### config.mk
export PLATFORM = sky130hd
export DESIGN_NAME = cmos_dac_ctrl
export DESIGN_NICKNAME = d
export VERILOG_FILES = /design/src/rtl/cmos_dac_ctrl.sv
export SDC_FILE = /design/constraint.sdc
export NUM_CORES = 1
export LEC_CHECK = 0
export ABC_AREA = 1
export CAP_MARGIN = 10
export CORE_MARGIN = 2
export CORE_UTILIZATION = 45
export DETAILED_ROUTE_END_ITERATION = 8
export GPL_TIMING_DRIVEN = 0
export PLACE_DENSITY = 0.87
export RECOVER_POWER = 50
export SLEW_MARGIN = 20
export SYNTH_ARGS = -nofsm -noshare
export SYNTH_HDL_FRONTEND = slang
export SYNTH_SLANG_ARGS = --single-unit
### constraint.sdc
create_clock -name clk_in -period 4 [get_ports clk_in]
set_input_delay 0.8 -clock clk_in [delete_from_list [all_inputs] [get_ports clk_in]]
set_output_delay 0.8 -clock clk_in [all_outputs]
set_load 0.02 [all_outputs]
### src/rtl/cmos_dac_ctrl.sv
// cmos_dac_ctrl: DAC reset/init sequencer, 4-wire SPI register access and sample formatter.
// Define DAC_CTRL_INIT_VERIFY_EN to read back every init table entry and flag mismatches.
`timescale 1ns/1ps

module cmos_dac_ctrl #(
  parameter int unsigned NUM_CH      = 2,
  parameter int unsigned IN_W        = 16,
  parameter int unsigned DAC_W       = 14,
  parameter int unsigned ADDR_W      = 5,
  parameter int unsigned REG_W       = 8,
  parameter int unsigned SPI_CLK_DIV = 5,
  parameter int unsigned RST_CYCLES  = 255,
  parameter int unsigned INIT_LEN    = 1,
  parameter logic [INIT_LEN*(ADDR_W+REG_W)-1:0] INIT_TABLE = {5'h05, 8'h00},
  parameter logic [7:0]  CMD_PAGE    = 8'h20,
  parameter bit          OFFSET_BIN  = 1'b0
) (
  input  logic                    clk_in,
  input  logic                    rst_in,
  input  logic                    cmd_trig_in,
  input  logic [15:0]             cmd_addr_in,
  input  logic [15:0]             cmd_data_in,
  output logic [15:0]             cmd_data_out,
  output logic                    cmd_busy_out,
  output logic                    cmd_done_out,
  output logic                    cmd_drop_out,
  output logic                    init_done_out,
  output logic                    init_err_out,
  output logic                    dac_rst_out,
  output logic                    spi_scs_out,
  output logic                    spi_sck_out,
  output logic                    spi_sdo_out,
  input  logic                    spi_sdi_in,
  input  logic [NUM_CH*IN_W-1:0]  dac_in,
  output logic [NUM_CH*DAC_W-1:0] dac_out,
  output logic                    dac_valid_out
);

`ifdef DAC_CTRL_INIT_VERIFY_EN
  localparam bit VerifyEn = 1'b1;
`else
  localparam bit VerifyEn = 1'b0;
`endif

  localparam int unsigned EntryW = ADDR_W + REG_W;
  localparam int unsigned FrameW = 3 + ADDR_W + REG_W;
  localparam int unsigned CntMax = (RST_CYCLES > 2 * SPI_CLK_DIV) ? RST_CYCLES : 2 * SPI_CLK_DIV;
  localparam int unsigned CntW   = $clog2(CntMax + 1);
  localparam int unsigned IdxW   = (INIT_LEN > 1) ? $clog2(INIT_LEN) : 1;
  localparam int unsigned DivW   = $clog2(2 * SPI_CLK_DIV);
  localparam int unsigned BitW   = $clog2(FrameW);
  localparam logic [7:0]  CmdPageSet = CMD_PAGE + 8'd1;
  localparam logic [DAC_W-1:0] MidCode = {OFFSET_BIN, {(DAC_W-1){1'b0}}};

  typedef enum logic [2:0] {
    StRstHold, StRstRel, StInitWr, StInitRd, StIdle, StGet, StSet, StDone
  } state_e;

  state_e            state_q, state_d;
  logic [CntW-1:0]   cnt_q, cnt_d;
  logic [IdxW-1:0]   idx_q, idx_d;
  logic              frame_start, frame_rw, frame_cmd, frame_done;
  logic [FrameW-1:0] frame_word;
  logic [EntryW-1:0] entry;
  logic              page_get, page_set, init_last;
  logic [15:0]       cmd_data_q;
  logic              drop_q;

  // SPI engine state
  logic              spi_act_q, spi_gap_q, spi_sck_q, spi_scs_q, spi_sdo_q, spi_done_q;
  logic [DivW-1:0]   spi_div_q;
  logic [BitW-1:0]   spi_bit_q;
  logic [FrameW-1:0] spi_shift_q;
  logic [REG_W-1:0]  spi_rx_q;

  // Data path
  logic [NUM_CH*IN_W-1:0]  in_q;
  logic [NUM_CH*DAC_W-1:0] out_q, codes;
  logic                    valid_q, in_lsbs;
  logic                    unused_bits;

  assign page_get   = (cmd_addr_in[15:8] == CMD_PAGE);
  assign page_set   = (cmd_addr_in[15:8] == CmdPageSet);
  assign init_last  = (idx_q == IdxW'(INIT_LEN - 1));
  assign frame_done = spi_done_q;

  always_ff @(posedge clk_in or posedge rst_in) begin
    if (rst_in) begin
      state_q <= StRstHold;
      cnt_q   <= '0;
      idx_q   <= '0;
    end else begin
      state_q <= state_d;
      cnt_q   <= cnt_d;
      idx_q   <= idx_d;
    end
  end

  always_comb begin
    state_d     = state_q;
    cnt_d       = cnt_q;
    idx_d       = idx_q;
    frame_start = 1'b0;
    frame_rw    = 1'b0;
    frame_cmd   = 1'b0;
    unique case (state_q)
      StRstHold: begin
        if (cnt_q == CntW'(RST_CYCLES - 1)) begin
          state_d = StRstRel;
          cnt_d   = '0;
        end else begin
          cnt_d = cnt_q + 1'b1;
        end
      end
      StRstRel: begin
        if (cnt_q == CntW'(2 * SPI_CLK_DIV - 1)) begin
          state_d     = StInitWr;
          cnt_d       = '0;
          idx_d       = '0;
          frame_start = 1'b1;
        end else begin
          cnt_d = cnt_q + 1'b1;
        end
      end
      StInitWr: begin
        if (frame_done) begin
          if (VerifyEn) begin
            state_d     = StInitRd;
            frame_start = 1'b1;
            frame_rw    = 1'b1;
          end else if (init_last) begin
            state_d = StIdle;
          end else begin
            idx_d       = idx_q + 1'b1;
            frame_start = 1'b1;
          end
        end
      end
      StInitRd: begin
        if (frame_done) begin
          if (init_last) begin
            state_d = StIdle;
          end else begin
            state_d     = StInitWr;
            idx_d       = idx_q + 1'b1;
            frame_start = 1'b1;
          end
        end
      end
      StIdle: begin
        if (cmd_trig_in && (page_get || page_set)) begin
          state_d     = page_get ? StGet : StSet;
          frame_start = 1'b1;
          frame_cmd   = 1'b1;
          frame_rw    = page_get;
        end
      end
      StGet, StSet: begin
        if (frame_done) state_d = StDone;
      end
      StDone:  state_d = StIdle;
      default: state_d = StRstHold;
    endcase

    // Frame content is captured by the SPI engine on frame_start, so no command latch is needed.
    entry = INIT_TABLE[EntryW * int'(idx_d) +: EntryW];
    if (frame_cmd) begin
      frame_word = {frame_rw, 2'b00, cmd_addr_in[ADDR_W-1:0],
                    frame_rw ? {REG_W{1'b0}} : cmd_data_in[REG_W-1:0]};
    end else begin
      frame_word = {frame_rw, 2'b00, entry[EntryW-1 -: ADDR_W],
                    frame_rw ? {REG_W{1'b0}} : entry[REG_W-1:0]};
    end
  end

  always_comb begin
    dac_rst_out   = (state_q == StRstHold);
    cmd_busy_out  = (state_q != StIdle);
    cmd_done_out  = (state_q == StDone);
    init_done_out = (state_q inside {StIdle, StGet, StSet, StDone});
  end

  always_ff @(posedge clk_in or posedge rst_in) begin
    if (rst_in) begin
      cmd_data_q <= '0;
      drop_q     <= 1'b0;
    end else begin
      drop_q <= cmd_trig_in && (page_get || page_set) && (state_q != StIdle);
      if (state_q == StGet && frame_done) cmd_data_q <= {{(16-REG_W){1'b0}}, spi_rx_q};
    end
  end

`ifdef DAC_CTRL_INIT_VERIFY_EN
  logic             err_q;
  logic [REG_W-1:0] cur_data;
  assign cur_data = INIT_TABLE[EntryW * int'(idx_q) +: REG_W];

  always_ff @(posedge clk_in or posedge rst_in) begin
    if (rst_in) begin
      err_q <= 1'b0;
    end else if (state_q == StInitRd && frame_done && spi_rx_q != cur_data) begin
      err_q <= 1'b1;
    end
  end
  assign init_err_out = err_q;
`else
  assign init_err_out = 1'b0;
`endif

  // SPI mode 0: SDO moves on SCK fall, SDI sampled as SCK rises; SCS held high for a gap afterwards.
  always_ff @(posedge clk_in or posedge rst_in) begin
    if (rst_in) begin
      spi_act_q   <= 1'b0;
      spi_gap_q   <= 1'b0;
      spi_sck_q   <= 1'b0;
      spi_scs_q   <= 1'b1;
      spi_sdo_q   <= 1'b0;
      spi_done_q  <= 1'b0;
      spi_div_q   <= '0;
      spi_bit_q   <= '0;
      spi_shift_q <= '0;
      spi_rx_q    <= '0;
    end else begin
      spi_done_q <= 1'b0;
      if (frame_start) begin
        spi_act_q   <= 1'b1;
        spi_scs_q   <= 1'b0;
        spi_sdo_q   <= frame_word[FrameW-1];
        spi_shift_q <= frame_word << 1;
        spi_div_q   <= '0;
        spi_bit_q   <= '0;
      end else if (spi_act_q) begin
        if (spi_div_q == DivW'(SPI_CLK_DIV - 1)) begin
          spi_div_q <= '0;
          if (!spi_sck_q) begin
            spi_sck_q <= 1'b1;
            spi_rx_q  <= {spi_rx_q[REG_W-2:0], spi_sdi_in};
          end else begin
            spi_sck_q <= 1'b0;
            if (spi_bit_q == BitW'(FrameW - 1)) begin
              spi_act_q <= 1'b0;
              spi_gap_q <= 1'b1;
              spi_scs_q <= 1'b1;
            end else begin
              spi_bit_q   <= spi_bit_q + 1'b1;
              spi_sdo_q   <= spi_shift_q[FrameW-1];
              spi_shift_q <= spi_shift_q << 1;
            end
          end
        end else begin
          spi_div_q <= spi_div_q + 1'b1;
        end
      end else if (spi_gap_q) begin
        if (spi_div_q == DivW'(2 * SPI_CLK_DIV - 1)) begin
          spi_div_q  <= '0;
          spi_gap_q  <= 1'b0;
          spi_done_q <= 1'b1;
        end else begin
          spi_div_q <= spi_div_q + 1'b1;
        end
      end
    end
  end

  // Keeping the top DAC_W bits is an arithmetic shift that truncates toward -inf.
  always_comb begin
    codes   = '0;
    in_lsbs = 1'b0;
    for (int c = 0; c < NUM_CH; c++) begin
      codes[c*DAC_W +: DAC_W] = in_q[c*IN_W + (IN_W - DAC_W) +: DAC_W] ^ MidCode;
      in_lsbs = in_lsbs ^ (^in_q[c*IN_W +: (IN_W - DAC_W)]);
    end
  end

  always_ff @(posedge clk_in or posedge rst_in) begin
    if (rst_in) begin
      in_q    <= '0;
      out_q   <= {NUM_CH{MidCode}};
      valid_q <= 1'b0;
    end else begin
      in_q    <= dac_in;
      out_q   <= init_done_out ? codes : {NUM_CH{MidCode}};
      valid_q <= init_done_out;
    end
  end

  assign unused_bits   = ^{cmd_addr_in[7:ADDR_W], cmd_data_in[15:REG_W], in_lsbs};
  assign cmd_data_out  = cmd_data_q;
  assign cmd_drop_out  = drop_q;
  assign spi_scs_out   = spi_scs_q;
  assign spi_sck_out   = spi_sck_q;
  assign spi_sdo_out   = spi_sdo_q;
  assign dac_out       = out_q;
  assign dac_valid_out = valid_q;

endmodule

# After elaboration in Yosys (flattened, before gate mapping)
# Index checks and enable logic that the tools add are counted.
[totals]
inputBits = 68
register_bits = 120
word_cells = 139
output_inout_bits = 54
[classes]
n_bitwise = 2
n_eq_ne = 26
mul = 1
n_addsub = 4
n_reduce_logical = 20
n_shift = 1
muxes = 67
[ops]
columns = ["op", "count"]
rows = [
  ["$mux 16", 5],
  ["$mux 4", 10],
  ["$mux 1", 33],
  ["$mux 8", 4],
  ["$mux 28", 1],
  ["$mux 3", 8],
  ["$pmux 3 s7", 1],
  ["$eq 8x6->1 const B", 2],
  ["$pmux 8 s2", 1],
  ["$reduce_and 4->1", 4],
  ["$ne 2x2->1 const B", 7],
  ["$mux 13", 1],
  ["$shiftx 13x6->13 const A", 1],
  ["$eq 3x3->1 const B", 4],
  ["$reduce_bool 2->1", 5],
  ["$add 4x1->4 const B", 2],
  ["$add 8x1->8 const B", 1],
  ["$eq 4x4->1 const B", 2],
  ["$eq 8x4->1 const B", 1],
  ["$eq 8x8->1 const B", 1],
  ["$ne 2x1->1 const B", 4],
  ["$reduce_and 7->1", 1],
  ["$eq 3x2->1 const B", 2],
  ["$mul 4x1->5 const A", 1],
  ["other kinds (15)", 19],
]

# Depth between registers and ports, before layout
# Gate-level depths: netlist of run 1.
[depth]
depth_word = 9
ltp_mapped = 12
mapped_depth_nobuf = 11

# Least setup slack after synthesis of run 1
# No wires, ideal clock.
[synth_timing]
path_type = "input to register"
from = "in cmd_addr_in[14]"
to = "reg spi_shift_q[11]"
path_stages = 9
t_required_ns = 3.876
path_slack_ns = 2.132
arrival_ns = 1.744
path_cell_list = "inv_1 -> nand2_1 -> nor2_1 -> nand3_4 -> inv_4 -> nor2_8 -> buf_4 -> o211ai_1 -> nand2_1"
[synth_between]
elab_chain_len = 7
word_cells_on_any_way = 14
classes_between = "eq/ne: 3; mux: 5; reduce/logical: 6"
[synth_rtl]
columns = ["item", "line", "text"]
rows = [
  ["start, declared", "21", "input logic [15:0] cmd_addr_in,"],
  ["$eq 8x6->1 (on tied branches)", "82, 83", ""],
  ["$logic_or 1x1->1 *", "151", "if (cmd_trig_in && (page_get || page_set)) begin"],
  ["$logic_and 1x1->1 *", "151", ""],
  ["$mux 1 *", "151", ""],
  ["$pmux 1 s3 / $mux 1 (equally long branches)", "106", "unique case (state_q)"],
  ["$ne 2x2->1 (no line), or another cell as far along", "n/a", ""],
  ["$reduce_and 4->1 (no line) / $mux 16 (equally long branches)", "n/a", ""],
  ["end signal, assigned", "229", "spi_shift_q <= frame_word << 1;"],
  ["end signal, assigned", "247", "spi_shift_q <= spi_shift_q << 1;"],
  ["end, declared", "73", "logic [FrameW-1:0] spi_shift_q;"],
]
# Mark *: on every way between the ends. The rest lies on a longest branch, timed or not.
# A chain may end at the register's enable or synchronous reset.

# Worst setup path after layout of run 1
[layout_timing]
from = "reg state_q[2]"
to = "out dac_rst_out"
[layout_between]
elab_chain_len = 1
[layout_rtl]
columns = ["item", "line", "text"]
rows = [
  ["start, declared", "59", "state_e state_q, state_d;"],
  ["start signal, assigned", "89", "state_q <= StRstHold;"],
  ["start signal, assigned", "93", "state_q <= state_d;"],
  ["$logic_not 3->1", "177", "dac_rst_out = (state_q == StRstHold);"],
  ["end, declared", "29", "output logic dac_rst_out,"],
]
# No other way between the ends.

==> results of run 1 <==
-- cell families after synthesis --
family / after synthesis / share of synthesized area
buffers and inverters: 107 / 0.0949
AND/OR/NAND/NOR: 278 / 0.251
other: 1 / 0.000752
flip-flops: 115 / 0.578
AO/OA/AOI/OAI: 27 / 0.0279
adder cells (fa/ha/maj): 7 / 0.0176
multiplexers: 8 / 0.0181
XOR/XNOR: 7 / 0.0123
-- flip-flops by register name, indices dropped and copies added (netlist names) --
name and cells:
dac_out 28, cmd_data_out 8, idx_q 1, spi_bit_q 4, spi_gap_q 1, state_q 3, spi_sdo_out 1, spi_act_q 1
cmd_drop_out 1, spi_sck_out 1, cnt_q 8, spi_shift_q 15, spi_rx_q 8, spi_scs_out 1, spi_div_q 4, in_q 28
frame_done 1, dac_valid_out 1
-- worst reg2reg max path, stage by stage, from the launching register on --
cell	delay [ns]
dfrtp_1	0.47
inv_1	0.09
ha_1	0.17
nand4_1	0.15
nor2_2	0.30
inv_2	0.14
buf_2	0.21
o211ai_1	0.20
nand2_1	0.08
-- power groups by stage --
stage                     sequential [mW]  combinational [mW]  clock, mW
final                                1.47               0.865       1.41
after global routing                 1.49               0.971       1.49
after CTS                            1.46               0.869       1.43
after detailed placement             1.48               0.856          0
after global placement               1.47               0.803          0
after floorplan                      1.48               0.585          0
-- worst min-delay path by stage --
stage,from,endpoint,slack [ns],cells after the start
floorplan,in_q[2],dac_out[0],0.41,2
global placement,in_q[3],dac_out[1],0.41,2
detailed placement,in_q[4],dac_out[2],0.42,2
CTS,in_q[4],dac_out[2],0.43,2
global route,in_q[27],dac_out[23],0.44,2
finish,in_q[4],dac_out[2],0.43,2
-- stage by stage --
| step | worst slack (ns) | setup TNS [ns] | util | hold slack [ns] | std cells |
|---|---|---|---|---|---|
| final | 1.05 | 0 | 0.622 | 0.428 | 827 |
| after global routing | 0.982 | 0 | 0.622 | 0.442 | 827 |
| after CTS | 1.05 | 0 | 0.622 | 0.428 | 827 |
| after detailed placement | 1.44 | 0 | 0.570 | 0.418 | 795 |
| after global placement | -1.15 | -129.77 | 0.567 | 0.413 | 794 |
| after floorplan | 0.158 | 0 | - | 0.413 | 558 |
-- per-layer routing --
layer | global-route usage | wire length, microns | up-vias
li1 | - | - | 1935
met1 | 0.226 | 4350 | 1964
met2 | 0.338 | 5640 | 137
met3 | 0.0616 | 688 | 28
met4 | 0.105 | 318 | 0
met5 | 0 | 0 | -
-- cell usage in the layout (no fill, tap or decap), drive strengths merged, types with 19 or more instances in the layout --
| cell type | instances |
|---|---|
| buf | 19 |
| clkbuf | 24 |
| clkdlybuf4s50 | 66 |
| dfrtp | 114 |
| dlygate4sd3 | 30 |
| inv | 86 |
| nand2 | 174 |
| nand3 | 36 |
| nand4 | 23 |
| nor2 | 40 |
-- cell type report --
| type | instances | area share |
|---|---|---|
| tap | 140 | 0.0260 |
| clock inverter | 14 | 0.0212 |
| buffer | 24 | 0.0236 |
| clock buffer | 18 | 0.0620 |
| inverter | 83 | 0.0468 |
| sequential | 115 | 0.427 |
| multi-input combinational | 336 | 0.247 |
| timing repair buffer | 97 | 0.147 |
==> flow_summary.json, run 1 <==
{
  "clockBufferDepth": 2,
  "vias": 4064,
  "worst_pin_slew_ns": 2.43,
  "dieArea_sq_um": 11900,
  "multi_input_area_sq_um": 1660,
  "yosysMostFrequentCell": "nand2_1",
  "max_cap_violations": 1,
  "p_sw_mw": 1.21,
  "rsz0062_at_grt": "no",
  "num_rows": 38,
  "synth-edff-count": 0,
  "worstPathArrival_ns": 2.15,
  "worstSkewPairLatency_ns": 0.53,
  "register_area_sq_um": 2880,
  "ir_worst_vdd_mv": 0.330,
  "setup_violations": 0,
  "pin_count": 122,
  "min_period_ns": 2.95,
  "synth_warnings": 0,
  "via_per_inst": 4.91,
  "seq_area_frac_synth": 0.578,
  "grt_pass1_vias": 4024,
  "htree_num_levels": 4,
  "cts_resized": 0,
  "ant_nets": 0,
  "final_nets": 749,
  "async_flop_share": 1.00,
  "status": "complete, but fails checks",
  "path_cells": "inv_2 -> nand2_4 -> nor2_1 -> clkdlybuf4s50_1",
  "reg2reg_slack_ns": 2.06,
  "swShare": 0.322,
  "grt_overflow": 0,
  "cp.depth": 4,
  "wl_mm": 11.0,
  "synth_area_leader_cell": "dfrtp_1",
  "syn-cell-area_sq_um": 4980,
  "place.port_buffers": 96,
  "p_per_area_nw_per_um2": 556,
  "wl_per_cell_microns": 13.3,
  "fin_skew_ns": 0.00567,
  "start_kind": "flop",
  "cts_sinks": 115,
  "leakage_nw": 3.47,
  "rr_worst_depth": 8,
  "slowest_delay_ns": 0.66,
  "intPower_mw": 2.54,
  "antenna_found_initial": 0,
  "cp-endpoint": "dac_rst_out",
  "combPwrFrac": 0.231,
  "required_ns": 3.20,
  "ctsHoldBuffers": 0,
  "crit_type": "reg2out",
  "track_usage": 0.199,
  "critPathMaxFanout": 7,
  "cpLargestDelayFamily": "buffers and inverters",
  "cts_setup_buffers": 0,
  "synth_flop_cell": "dfrtp_1",
  "cp-startpoint": "state_q[2]",
  "start_util": 0.460,
  "dpl-instance-area_sq_um": 6180,
  "area_growth_pct": 35.2,
  "die_w_microns": 109,
  "synth_area_leaders": "dfrtp_1 57%, nand2_1 13%, inv_1 5.6%",
  "rr_startpoint": "spi_div_q[0]",
  "hold_path.class": "reg2reg",
  "clk_pin_slew_ns": 0.06,
  "synth_cell_types": 35,
  "dp_hpwl_mm": 7.72,
  "gp_congestion": 0.863,
  "cp_slowest_cell": "clkdlybuf4s50_1",
  "slew_headroom": -0.629,
  "dieHeight_microns": 109,
  "cts_made_buffers": 17,
  "slew_violations": 57,
  "clkPwrFrac": 0.377,
  "r2r-end": "spi_shift_q[11]",
  "drtIter0Drc": 410,
  "finalInstanceArea_sq_um": 6740,
  "drcViolationCount": 0,
  "avgSynthCellArea_sq_um": 9.06,
  "critPathCaptureType": "primary output",
  "hold_viol_final": 0,
  "ys_ff_latch": 115,
  "grt_max_degree": 60,
  "core_sq_um": 10800,
  "fill_cells": 861,
  "drive_above_1_share": 0.118,
  "cts_tree": "yes",
  "antenna_cells": 0,
  "period_share": 0.736,
  "dr.pass1.iters": 5,
  "synthTopCellsByCount": "169 x nand2_1, 114 x dfrtp_1, 75 x inv_1, 36 x nor2_1, 34 x nand3_1",
  "syn_inst": 550,
  "max_freq_ghz": 0.339,
  "synth_top_area_frac": 0.572,
  "cts-root-buf": "clkbuf_8",
  "fin_total_pwr_mw": 3.74,
  "violations": "max-capacitance violations, max-slew violations",
  "grt_pass1_wl_mm": 18.1,
  "timing.critical_path.buf_inv": 2,
  "seq_power_share": 0.392
}
Power figures use the tool's default switching activity.
==> run 2: changes to the inputs <==
- clock period: 4 -> 2.6 ns (I/O delays scaled with it)
==> run 2 against run 1 <==
Net effect: the flow now finishes without violations; register-to-register slack worse by 1.4 ns; critical path depth is 1 lower; setup slack worse by 0.94 ns; hold slack better by 0.0075 ns; die area stayed put; cell area is 0.76% higher; largest cell class unchanged; combinational power is 54% higher; clock skew is 0.00090 ns higher; total power is 58% higher.
==> flow_summary.json, run 2 (synthesis results as in run 1) <==
{
  "layout_common_cells": "169 x nand2_1, 114 x dfrtp_1, 74 x inv_1",
  "min_period_ns": 2.49,
  "max_cap_violations": 0,
  "core_sq_um": 10800,
  "hold_viol_final": 0,
  "final_core_util": 0.626,
  "worstPathArrival_ns": 1.97,
  "dieHeight_microns": 109,
  "worst_pin_slew_ns": 0.899,
  "place.port_buffers": 96,
  "hold_path.class": "reg2reg",
  "via_per_inst": 4.86,
  "cts-root-buf": "clkbuf_8",
  "cts_resized": 1,
  "status": "completed",
  "leakage_nw": 3.52,
  "required_ns": 2.08,
  "gp_congestion": 0.835,
  "dpl-instance-area_sq_um": 6260,
  "track_usage": 0.206,
  "ir_worst_vdd_mv": 0.564,
  "place_ws_ns": 0.317,
  "period_share": 0.956,
  "fin_total_pwr_mw": 5.90,
  "slowest_delay_ns": 0.65,
  "path_cells": "inv_2 -> nor2_1 -> clkdlybuf4s50_1",
  "cts_made_buffers": 17,
  "worstSkewPairLatency_ns": 0.51,
  "clockBufferDepth": 2,
  "critPathCaptureType": "primary output",
  "final_nets": 752,
  "grt_overflow": 0,
  "slew_headroom": 0.397,
  "grt_max_degree": 36,
  "finalInstanceArea_sq_um": 6790,
  "timing.hold.ws_ns": 0.436,
  "drive_above_1_share": 0.123,
  "cts_tree": "yes",
  "dr.pass1.iters": 5,
  "dieArea_sq_um": 11900,
  "htree_num_levels": 4,
  "clk_pin_slew_ns": 0.06,
  "wl_per_cell_microns": 13.6,
  "num_rows": 38,
  "start_kind": "flop",
  "slew_violations": 0,
  "p_per_area_nw_per_um2": 869,
  "pin_count": 122,
  "dpl.cell_count": 798,
  "rsz0062_at_grt": "no",
  "final_common_cell": "nand2_1",
  "grt_pass1_vias": 4038,
  "fill_cells": 844,
  "wl_mm": 11.3,
  "grt_pass1_wl_mm": 18.8,
  "critPathMaxFanout": 6,
  "antenna_cells": 0,
  "cts_sinks": 115,
  "instances_no_fill": 830,
  "max_freq_ghz": 0.402,
  "drcViolationCount": 0,
  "cts_setup_buffers": 0,
  "ant_nets": 0,
  "setup_ws_ns": 0.114,
  "fin_skew_ns": 0.00658,
  "area_growth_pct": 36.3,
  "setup_violations": 0,
  "drtIter0Drc": 309,
  "die_w_microns": 109,
  "dp_hpwl_mm": 8.10,
  "setup-tns-final_ns": 0,
  "cp_slowest_cell": "clkdlybuf4s50_1",
  "timing.critical_path.buf_inv": 2,
  "crit_type": "reg2out",
  "vias": 4032,
  "antenna_found_initial": 0,
  "cpLargestDelayFamily": "buffers and inverters",
  "start_util": 0.460,
  "ctsHoldBuffers": 0
}
==> run 2: worst reg2reg max path, cell delays in order, from the launching register on <==
cell and delay, ns:
dfrtp_1 0.48, inv_1 0.10, ha_1 0.17, nand4_1 0.15, nor2_2 0.30, inv_2 0.14
buf_2 0.21, o211ai_1 0.20, nand2_1 0.07
==> run 2: path summary, 6_finish.rpt <==
path                       slack [ns]              end          from  depth (start not counted)
setup / recovery                 0.11     cmd_done_out    state_q[2]                          3
hold / removal                   0.44      dac_out[14]      in_q[18]                          2
setup reg to reg                 0.67  spi_shift_q[11]  spi_div_q[0]                          8
hold reg to reg                  0.44      dac_out[14]      in_q[18]                          2
max in group asynchronous        0.41      spi_scs_out        rst_in                          5
min in group asynchronous        0.61       dac_out[2]        rst_in                          2
==> run 2: metal layers <==
metal	track usage	vias to the layer above	wire length, microns
li1	-	1945	-
met1	0.243	1919	4510
met2	0.348	144	5870
met3	0.0747	24	734
met4	0.0732	0	221
met5	0	-	0
==> run 2: cell type report <==
cell class,count,area (sq um),area share
flip-flops and latches,115,2880,0.424
multi-input cells,336,1660,0.245
repair buffers,100,1000,0.148
clock buffers,17,414,0.0610
inverters,83,315,0.0464
clock inverters,15,181,0.0267
well taps,140,175,0.0258
plain buffers,24,159,0.0234
==> run 2: power by group <==
| part | internal [mW] | switching [mW] | total (mW) |
|---|---|---|---|
| Sequential | 2.07 | 0.184 | 2.26 |
| Clock | 1.40 | 0.904 | 2.31 |
| Combinational | 0.540 | 0.795 | 1.33 |
| Total | 4.02 | 1.88 | 5.90 |
==> run 3: changes to the inputs <==
- CORE_MARGIN: 2 -> 1.5
- TNS_END_PERCENT: unset -> 30
==> run 3 against run 2 <==
Net effect: sequential share of layout area grew 0.21 points; die area shrank 1.8%; setup slack gained 0.031 ns; hold slack lost 0.061 ns; maximum frequency grew 1.2%; largest power group is now sequential cells.
==> flow_summary.json, run 3 (synthesis results as in run 1) <==
{
  "grt.met3_usage": 0.0579,
  "htree_num_levels": 4,
  "antenna_cells": 0,
  "dr.pass1.iters": 4,
  "critPathMaxFanout": 7,
  "drcViolationCount": 0,
  "rr_worst_depth": 8,
  "drive_above_1_share": 0.122,
  "rr_startpoint": "spi_div_q[0]",
  "hold_path.class": "in2async",
  "max_cap_violations": 0,
  "final_core_util": 0.623,
  "combPwrFrac": 0.232,
  "intPower_mw": 3.91,
  "rsz0062_at_grt": "no",
  "num_rows": 38,
  "area_growth_pct": 35.6,
  "hold_viol_final": 0,
  "cts_tree": "yes",
  "dieHeight_microns": 108,
  "use_met1": 0.250,
  "drtIter0Drc": 340,
  "final_nets": 752,
  "p_per_area_nw_per_um2": 856,
  "ir_worst_vdd_mv": 0.518,
  "p_sw_mw": 1.87,
  "leakage_nw": 3.50,
  "fin_skew_ns": 0.00893,
  "grt.met2_usage": 0.363,
  "grt_overflow": 0,
  "die_w_microns": 108,
  "setup_violations": 0,
  "worstSkewPairLatency_ns": 0.51,
  "required_ns": 2.08,
  "r2r-end": "spi_shift_q[11]",
  "min_period_ns": 2.46,
  "clkPwrFrac": 0.377,
  "fill_cells": 867,
  "worst_pin_slew_ns": 0.859,
  "max_freq_ghz": 0.407,
  "dp_hpwl_mm": 7.75,
  "cts_made_buffers": 17,
  "crit_type": "reg2out",
  "slowest_delay_ns": 0.54,
  "wl_mm": 11.2,
  "layout_common_cells": "169 x nand2_1, 114 x dfrtp_1, 74 x inv_1",
  "swShare": 0.324,
  "cts_sinks": 115,
  "path_cells": "buf_6 -> inv_2 -> nand2_4 -> nor2_8 -> inv_1 -> clkdlybuf4s50_1",
  "setup_ws_ns": 0.145,
  "final_common_cell": "nand2_1",
  "gp_congestion": 0.860,
  "clk_pin_slew_ns": 0.06,
  "busiest_layer": "met2",
  "cp_slowest_cell": "clkdlybuf4s50_1",
  "via_per_inst": 4.89,
  "cts_setup_buffers": 0,
  "wl_per_cell_microns": 13.5,
  "vias": 4058,
  "grt_pass1_vias": 4197,
  "reg2reg_slack_ns": 0.64,
  "clockBufferDepth": 2,
  "place_ws_ns": 0.301,
  "slew_headroom": 0.427,
  "place.port_buffers": 96,
  "start_util": 0.460,
  "grt_pass1_wl_mm": 19.1,
  "cts-root-buf": "clkbuf_8",
  "antenna_found_initial": 0,
  "seq_power_share": 0.391,
  "ant_nets": 0,
  "critPathCaptureType": "primary output",
  "pin_count": 122,
  "grt_max_degree": 36,
  "period_share": 0.944,
  "start_kind": "flop",
  "dieArea_sq_um": 11700,
  "slew_violations": 0,
  "worstPathArrival_ns": 1.94,
  "status": "completed",
  "core_sq_um": 10800,
  "track_usage": 0.212
}
-- run 3: timing repair --
action | in CTS | in global routing
hold buffers | 0 | 0
gates resized for setup | 1 | 0
setup endpoints to repair | 1 | 0
-- run 3: routing by layer --
metal / share of wire / routed length [microns]
met1: 0.40 / 4500
met2: 0.53 / 5960
met3: 0.054 / 605
met4: 0.012 / 137
met5: 0 / 0
-- run 3: worst max path at each step --
stage,start,end,slack [ns],cells after the start
after detailed placement,cmd_addr_in[13],spi_div_q[2],0.30,9
after CTS,state_q[0],cmd_busy_out,0.11,6
final,state_q[0],cmd_busy_out,0.14,6
after global placement,rst_in,cmd_data_out[0],-0.27,2
after floorplan,rst_in,cmd_data_out[0],0.68,1
after global routing,rst_in,spi_bit_q[0],0.05,5
-- run 3: area by class of cell --
class	instances	area [sq um]	share of cell area
well taps	140	175	0.0259
plain buffers	24	159	0.0235
flip-flops and latches	115	2880	0.426
clock inverters	14	146	0.0217
inverters	83	315	0.0467
multi-input cells	336	1660	0.246
clock buffers	18	418	0.0619
repair buffers	100	1000	0.148
-- run 3: worst max-delay path: cells and delay by family, from the launching register on --
kind | cells | cell delay (ns)
buffers and inverters | 4 | 0.83
DFF | 1 | 0.37
and+or+nand+nor | 2 | 0.22
-- run 3: stage by stage --
step | TNS [ns] | hold slack (ns) | power (mW) | cells | instance area (sq um)
4_1_cts | 0 | 0.256 | 5.83 | 830 | 6800
6_report | 0 | 0.375 | 5.78 | 830 | 6760
5_1_grt | 0 | 0.390 | 6.12 | 830 | 6760
3_5_place_dp | 0 | 0.419 | 3.61 | 798 | 6240
2_1_floorplan | 0 | 0.413 | 3.17 | 558 | 5020
3_3_place_gp | -29.76 | 0.414 | 3.50 | 794 | 6150
-- run 3: power groups by stage --
stage	combinational, mW	clock [mW]	sequential [mW]
global route	1.53	2.31	2.29
detailed placement	1.33	0	2.28
CTS	1.36	2.22	2.25
finish	1.34	2.18	2.26
floorplan	0.900	0	2.27
global placement	1.24	0	2.26
